$ cat src/rtl/verify_pkg.sv
// Shared codes and state encoding for the instruction compare/decode blocks.
package verify_pkg;

  localparam logic [5:0] COMP_A    = 6'b111101;
  localparam logic [5:0] COMP_B    = 6'b111110;
  localparam logic [5:0] COMP_NONE = 6'b000000;

  localparam logic [2:0] INST_A    = 3'b010;
  localparam logic [2:0] INST_B    = 3'b001;
  localparam logic [2:0] INST_ILL  = 3'b111;

  typedef enum logic [1:0] {
    IDLE   = 2'd0,
    DECODE = 2'd1,
    ISSUE  = 2'd2
  } state_e;

endpackage

$ cat src/rtl/verify_comp_map.sv
// Combinational compare-field to {comp, inst} mapping, shared by decode blocks.
module verify_comp_map
  import verify_pkg::*;
(
  input  logic [3:0] field_i,
  output logic [5:0] comp_o,
  output logic [2:0] inst_o
);

  always_comb begin
    comp_o = COMP_NONE;
    inst_o = INST_ILL;
    case (field_i)
      4'b0001: begin
        comp_o = COMP_A;
        inst_o = INST_A;
      end
      4'b0010: begin
        comp_o = COMP_B;
        inst_o = INST_B;
      end
      default: begin
        comp_o = COMP_NONE;
        inst_o = INST_ILL;
      end
    endcase
  end

endmodule

$ cat src/rtl/verify_issue_seq.sv
// Issue sequencer: accepts an instruction word, decodes its compare field and
// presents the result downstream with a stall timeout and statistics counters.
//
//   state  | meaning
//   IDLE   | ready for a new word; decoded outputs hold their last value
//   DECODE | one cycle: register comp/inst/data, or drop an illegal word
//   ISSUE  | out_valid high until out_ready or stall timeout
module verify_issue_seq
  import verify_pkg::*;
#(
  parameter int DATA_W       = 32,
  parameter int TIMEOUT      = 15,
  parameter int DROP_ILLEGAL = 1,
  parameter int CNT_W        = 16
) (
  input  logic              clk,
  input  logic              rst,
  input  logic              in_valid,
  output logic              in_ready,
  input  logic [DATA_W-1:0] in_data,
  output logic              out_valid,
  input  logic              out_ready,
  output logic [DATA_W-1:0] out_data,
  output logic [5:0]        out_comp,
  output logic [2:0]        out_inst,
  output logic              busy,
  output logic              err_timeout,
  output logic [CNT_W-1:0]  cnt_issued,
  output logic [CNT_W-1:0]  cnt_dropped
);

  // The stall counter holds the number of stalled cycles already seen, so the
  // word is abandoned on the cycle where it would reach TIMEOUT.
  localparam logic [7:0] STALL_LAST = 8'(TIMEOUT - 1);

  state_e              state_q, state_d;
  logic [DATA_W-1:0]   word_q;
  logic [DATA_W-1:0]   out_data_q;
  logic [5:0]          out_comp_q;
  logic [2:0]          out_inst_q;
  logic [7:0]          stall_q;
  logic                err_q;
  logic [CNT_W-1:0]    cnt_issued_q;
  logic [CNT_W-1:0]    cnt_dropped_q;

  logic [3:0]          field;
  logic [5:0]          map_comp;
  logic [2:0]          map_inst;
  logic                drop_word;
  logic                stall_hit;

  assign field     = {word_q[31:30], word_q[1:0]};
  assign drop_word = (DROP_ILLEGAL != 0) && (map_inst == INST_ILL);
  assign stall_hit = (stall_q == STALL_LAST);

  verify_comp_map u_comp_map (
    .field_i (field),
    .comp_o  (map_comp),
    .inst_o  (map_inst)
  );

  always_ff @(posedge clk) begin
    if (rst) state_q <= IDLE;
    else     state_q <= state_d;
  end

  always_comb begin
    state_d = state_q;
    case (state_q)
      IDLE:    if (in_valid) state_d = DECODE;
      DECODE:  state_d = drop_word ? IDLE : ISSUE;
      ISSUE:   if (out_ready || stall_hit) state_d = IDLE;
      default: state_d = IDLE;
    endcase
  end

  always_comb begin
    in_ready  = (state_q == IDLE);
    out_valid = (state_q == ISSUE);
    busy      = (state_q != IDLE);
  end

  always_ff @(posedge clk) begin
    if (rst) begin
      word_q        <= '0;
      out_data_q    <= '0;
      out_comp_q    <= COMP_NONE;
      out_inst_q    <= INST_ILL;
      stall_q       <= 8'd0;
      err_q         <= 1'b0;
      cnt_issued_q  <= '0;
      cnt_dropped_q <= '0;
    end else begin
      err_q <= 1'b0;
      case (state_q)
        IDLE: begin
          if (in_valid) word_q <= in_data;
        end
        DECODE: begin
          out_data_q <= word_q;
          out_comp_q <= map_comp;
          out_inst_q <= map_inst;
          stall_q    <= 8'd0;
          if (drop_word) cnt_dropped_q <= cnt_dropped_q + CNT_W'(1);
        end
        ISSUE: begin
          if (out_ready) begin
            cnt_issued_q <= cnt_issued_q + CNT_W'(1);
          end else begin
            stall_q <= stall_q + 8'd1;
            if (stall_hit) begin
              err_q         <= 1'b1;
              cnt_dropped_q <= cnt_dropped_q + CNT_W'(1);
            end
          end
        end
        default: ;
      endcase
    end
  end

  assign out_data    = out_data_q;
  assign out_comp    = out_comp_q;
  assign out_inst    = out_inst_q;
  assign err_timeout = err_q;
  assign cnt_issued  = cnt_issued_q;
  assign cnt_dropped = cnt_dropped_q;

endmodule

$ cat config.mk
export PLATFORM = sky130hd
export DESIGN_NAME = verify_issue_seq
export DESIGN_NICKNAME = d
export VERILOG_FILES = /design/src/rtl/verify_pkg.sv /design/src/rtl/verify_comp_map.sv /design/src/rtl/verify_issue_seq.sv
export SDC_FILE = /design/constraint.sdc
export NUM_CORES = 1
export LEC_CHECK = 0
export CAP_MARGIN = 15
export CORE_UTILIZATION = 45
export CTS_CLUSTER_SIZE = 8
export DETAILED_ROUTE_END_ITERATION = 10
export GPL_TIMING_DRIVEN = 0
export MAX_ROUTING_LAYER = met4
export PLACE_DENSITY = 0.74
export REMOVE_ABC_BUFFERS = 1
export SYNTH_ARGS = -nofsm -noshare
export SYNTH_HDL_FRONTEND = slang
export SYNTH_HIERARCHICAL = 1
export SYNTH_SLANG_ARGS = --single-unit
$ cat constraint.sdc
create_clock -name clk -period 2.2 [get_ports clk]
set_input_delay 0.66 -clock clk [delete_from_list [all_inputs] [get_ports clk]]
set_output_delay 0.66 -clock clk [all_outputs]
set_load 0.02 [all_outputs]
==> impl_metrics.env <==
export IMPL_status="finished, final reports clean"
export IMPL_synth_distinct_cells=47
export IMPL_synth_enable_flop_cells=0
export IMPL_crit_buf_inv=1
export IMPL_power_net_switching_mw=1.28
export IMPL_crit_fanout=4
export IMPL_cts_hold_buf=0
export IMPL_ys_dominant_reg_cell="dfxtp_1"
export IMPL_insertion_delay_ns=0.51
export IMPL_synth_area_sq_um=4710
export IMPL_routed_wl_um=11200
export IMPL_hpwlAfterDp_um=6860
export IMPL_root_buffer="clkbuf_8"
export IMPL_end_kind="output pin"
export IMPL_fin_crit_sh_pct=97.7
export IMPL_overflow=0
export IMPL_area_delta_synth_final_pct=40.3
export IMPL_synthTopCellsByArea="dfxtp_1 49%, nand2_1 13%, a21oi_1 9.7%, clkbuf_1 2.7%, xor2_1 2.0%"
export IMPL_cts_made_buffers=17
export IMPL_gp_congestion=0.779
export IMPL_p_leak_nw=2.70
export IMPL_clock_skew_ns=0.0168
export IMPL_io_pins=113
export IMPL_viasPerCell=5.29
export IMPL_detail_route_wl_per_cell_um=13.6
export IMPL_cts_tree="done"
export IMPL_synth_most_common_cell="nand2_1"
export IMPL_drt_first_pass_iters=4
export IMPL_rows=36
export IMPL_cp_top_family="buffers and inverters"
export IMPL_yosysTopAreaCell="dfxtp_1"
export IMPL_synth_cells=583
export IMPL_cp_arrival_ns=1.49
export IMPL_antenna_found_initial=0
export IMPL_max_freq_ghz=0.465
export IMPL_worstSetupPathType="reg2out"
export IMPL_cp_cell_sequence="clkdlybuf4s50_1"
export IMPL_syn_area_per_cell_sq_um=8.09
export IMPL_sequentialPowerShare_pct=40.8
export IMPL_cap_violations=0
export IMPL_ir_worst_vdd_uv=711
export IMPL_multi_input_area_sq_um=2220
export IMPL_grt_max_degree=100
export IMPL_report_final_setup_viol=0
export IMPL_rsz0062_at_grt="false"
export IMPL_intPower_mw=4.13
export IMPL_timing_setup_tns_ns=0
export IMPL_drt_iter0_markers=211
export IMPL_drv_slew=0
export IMPL_drive_above_1_share_pct=7.67
export IMPL_nFillCells=813
export IMPL_final_min_clock_period_ns=2.15
export IMPL_synth_top_cells_by_count="161 x nand2_1, 116 x dfxtp_1, 91 x a21oi_1"
export IMPL_grt_pass1_vias=4126
export IMPL_nets=718
export IMPL_p_clk_share_pct=51.3
export IMPL_cp_slowest_stage_delay_ns=0.62
export IMPL_drc=0
export IMPL_combPwrFrac_pct=7.9
export IMPL_initial_core_util_pct=47.4
export IMPL_synth_top_cell_area_share_pct=49.3
export IMPL_grt_pass1_wl_um=18700
export IMPL_crit_start="cnt_dropped[1]"
export IMPL_r2r_start="stall_q[5]"
export IMPL_io_buffers=112
export IMPL_antenna_left=0
export IMPL_synthArstFlopShare_pct=0
export IMPL_worstHoldStart="word_q[22]"
export IMPL_swShare_pct=23.7
export IMPL_slowest_stage="clkdlybuf4s50_1"
export IMPL_die_x_um=104
export IMPL_seq_area_sq_um=2330
export IMPL_dr_total_vias=4359
export IMPL_cp_required_ns=1.54
export IMPL_hold_class="reg2reg"
export IMPL_die_y_um=104
export IMPL_dieArea_sq_um=10900
export IMPL_yosys_warnings=6
export IMPL_startpoint_type="register"
export IMPL_finalHoldViolCount=0
export IMPL_stdcell_count=824
export IMPL_ys_seq_elements=116
export IMPL_htree_levels=4
export IMPL_slew_headroom_pct=65.8
export IMPL_antenna_cells=0
export IMPL_power_density_nw_per_um2=817
export IMPL_coreArea_sq_um=9950
export IMPL_worstMarginPinSlew_ns=0.513
export IMPL_ys_seq_area_share_pct=49.3
export IMPL_grt_usage_pct=21.4
export IMPL_dp_cells=786
export IMPL_clockBufferDepth=2
export IMPL_cts_sinks=116
export IMPL_path_clk_slew_ns=0.06
[flip-flops by register name, summed over array words and instances, names as in the netlist]
name,cells
out_data,32
word_q,32
cnt_dropped,16
cnt_issued,16
stall_q,8
out_comp,6
out_inst,3
state_q,2
err_timeout,1
[cell type report]
| class | instances | share of cell area, % |
|---|---|---|
| well taps | 133 | 2.52 |
| clock buffers | 19 | 6.52 |
| repair buffers | 121 | 19.3 |
| multi-input cells | 417 | 33.5 |
| flip-flops and latches | 116 | 35.2 |
| inverters | 5 | 0.284 |
| clock inverters | 13 | 2.63 |
[worst register-to-register path: stages (launching register included)]
cell and delay, ns:
dfxtp_1 0.35, nor4_1 0.44, a31oi_2 0.28, buf_6 0.24, or4_1 0.51, a21oi_1 0.16
[through the flow]
| step | hold slack (ns) | setup slack [ns] | power [mW] | utilization (%) | area (sq um) |
|---|---|---|---|---|---|
| 2_1_floorplan | 0.426 | -0.712 | 2.43 | - | 4530 |
| 3_3_place_gp | 0.436 | -2.35 | 2.64 | 58.4 | 5810 |
| 3_5_place_dp | 0.446 | -0.927 | 2.66 | 59.1 | 5890 |
| 4_1_cts | 0.452 | 0.000987 | 5.42 | 65.2 | 6490 |
| 5_1_grt | 0.473 | 0.00250 | 5.58 | 66.5 | 6620 |
| 6_report | 0.450 | 0.0507 | 5.41 | 66.5 | 6620 |
[placed cells by master, fill, tap and decap left out, types with 4 or more instances in the layout]
| cell | Yosys | layout |
|---|---|---|
| a21oi_1 | 91 | 91 |
| and2_1 | 5 | 5 |
| and4_1 | 5 | 5 |
| buf_4 | 3 | 5 |
| clkbuf_16 | 0 | 16 |
| clkdlybuf4s50_1 | 0 | 76 |
| dfxtp_1 | 116 | 114 |
| dlygate4sd2_1 | 0 | 17 |
| dlymetal6s2s_1 | 0 | 17 |
| ha_1 | 4 | 4 |
| inv_1 | 5 | 5 |
| nand2_1 | 161 | 161 |
| nand3_1 | 16 | 16 |
| nand3b_1 | 4 | 4 |
| nand4_1 | 9 | 9 |
| nor2_1 | 19 | 18 |
| nor2b_1 | 6 | 5 |
| nor3_1 | 4 | 4 |
| nor4_1 | 7 | 7 |
| o21ai_0 | 8 | 8 |
| o31ai_1 | 11 | 11 |
| or3_1 | 6 | 6 |
| or4_1 | 12 | 12 |
| xor2_1 | 11 | 11 |
[layer usage]
| layer | vias up | part of all wire, % | track usage, % |
|---|---|---|---|
| li1 | 2189 | - | - |
| met1 | 2058 | 43 | 24.2 |
| met2 | 110 | 50 | 35.0 |
| met3 | 2 | 7.3 | 8.40 |
| met4 | 0 | 0.26 | 5.92 |
| met5 | - | 0 | - |
[timing repair]
item / in CTS / in global routing
gates resized for setup: 27 / 19
setup endpoints to repair: 50 / 23
setup buffers: 0 / 4
[cells by family (layout without fill, tap and decap cells)]
group / Yosys count / count (layout) / share of synthesized area, %
simple gates: 269 / 269 / 26.8
compound gates: 126 / 126 / 15.0
flops: 116 / 116 / 49.3
buf+inv: 50 / 158 / 4.38
xor+xnor: 13 / 13 / 2.42
mux: 5 / 5 / 1.14
fa+ha+maj: 4 / 4 / 1.06
[final timing paths]
kind         slack (ns)  cells past startpoint               to
min                0.45                      2     out_data[22]
max                0.05                      1   cnt_dropped[1]
max reg2reg        0.14                      5  cnt_dropped[10]
min reg2reg        0.45                      2     out_data[22]
[power groups by stage]
stage / combinational (mW) / clock [mW] / sequential (mW)
3_3_place_gp: 0.389 / 0 / 2.25
3_5_place_dp: 0.405 / 0 / 2.25
6_report: 0.429 / 2.77 / 2.20
4_1_cts: 0.405 / 2.81 / 2.21
5_1_grt: 0.470 / 2.90 / 2.21
2_1_floorplan: 0.162 / 0 / 2.27
(Power assumes the default switching activity.)
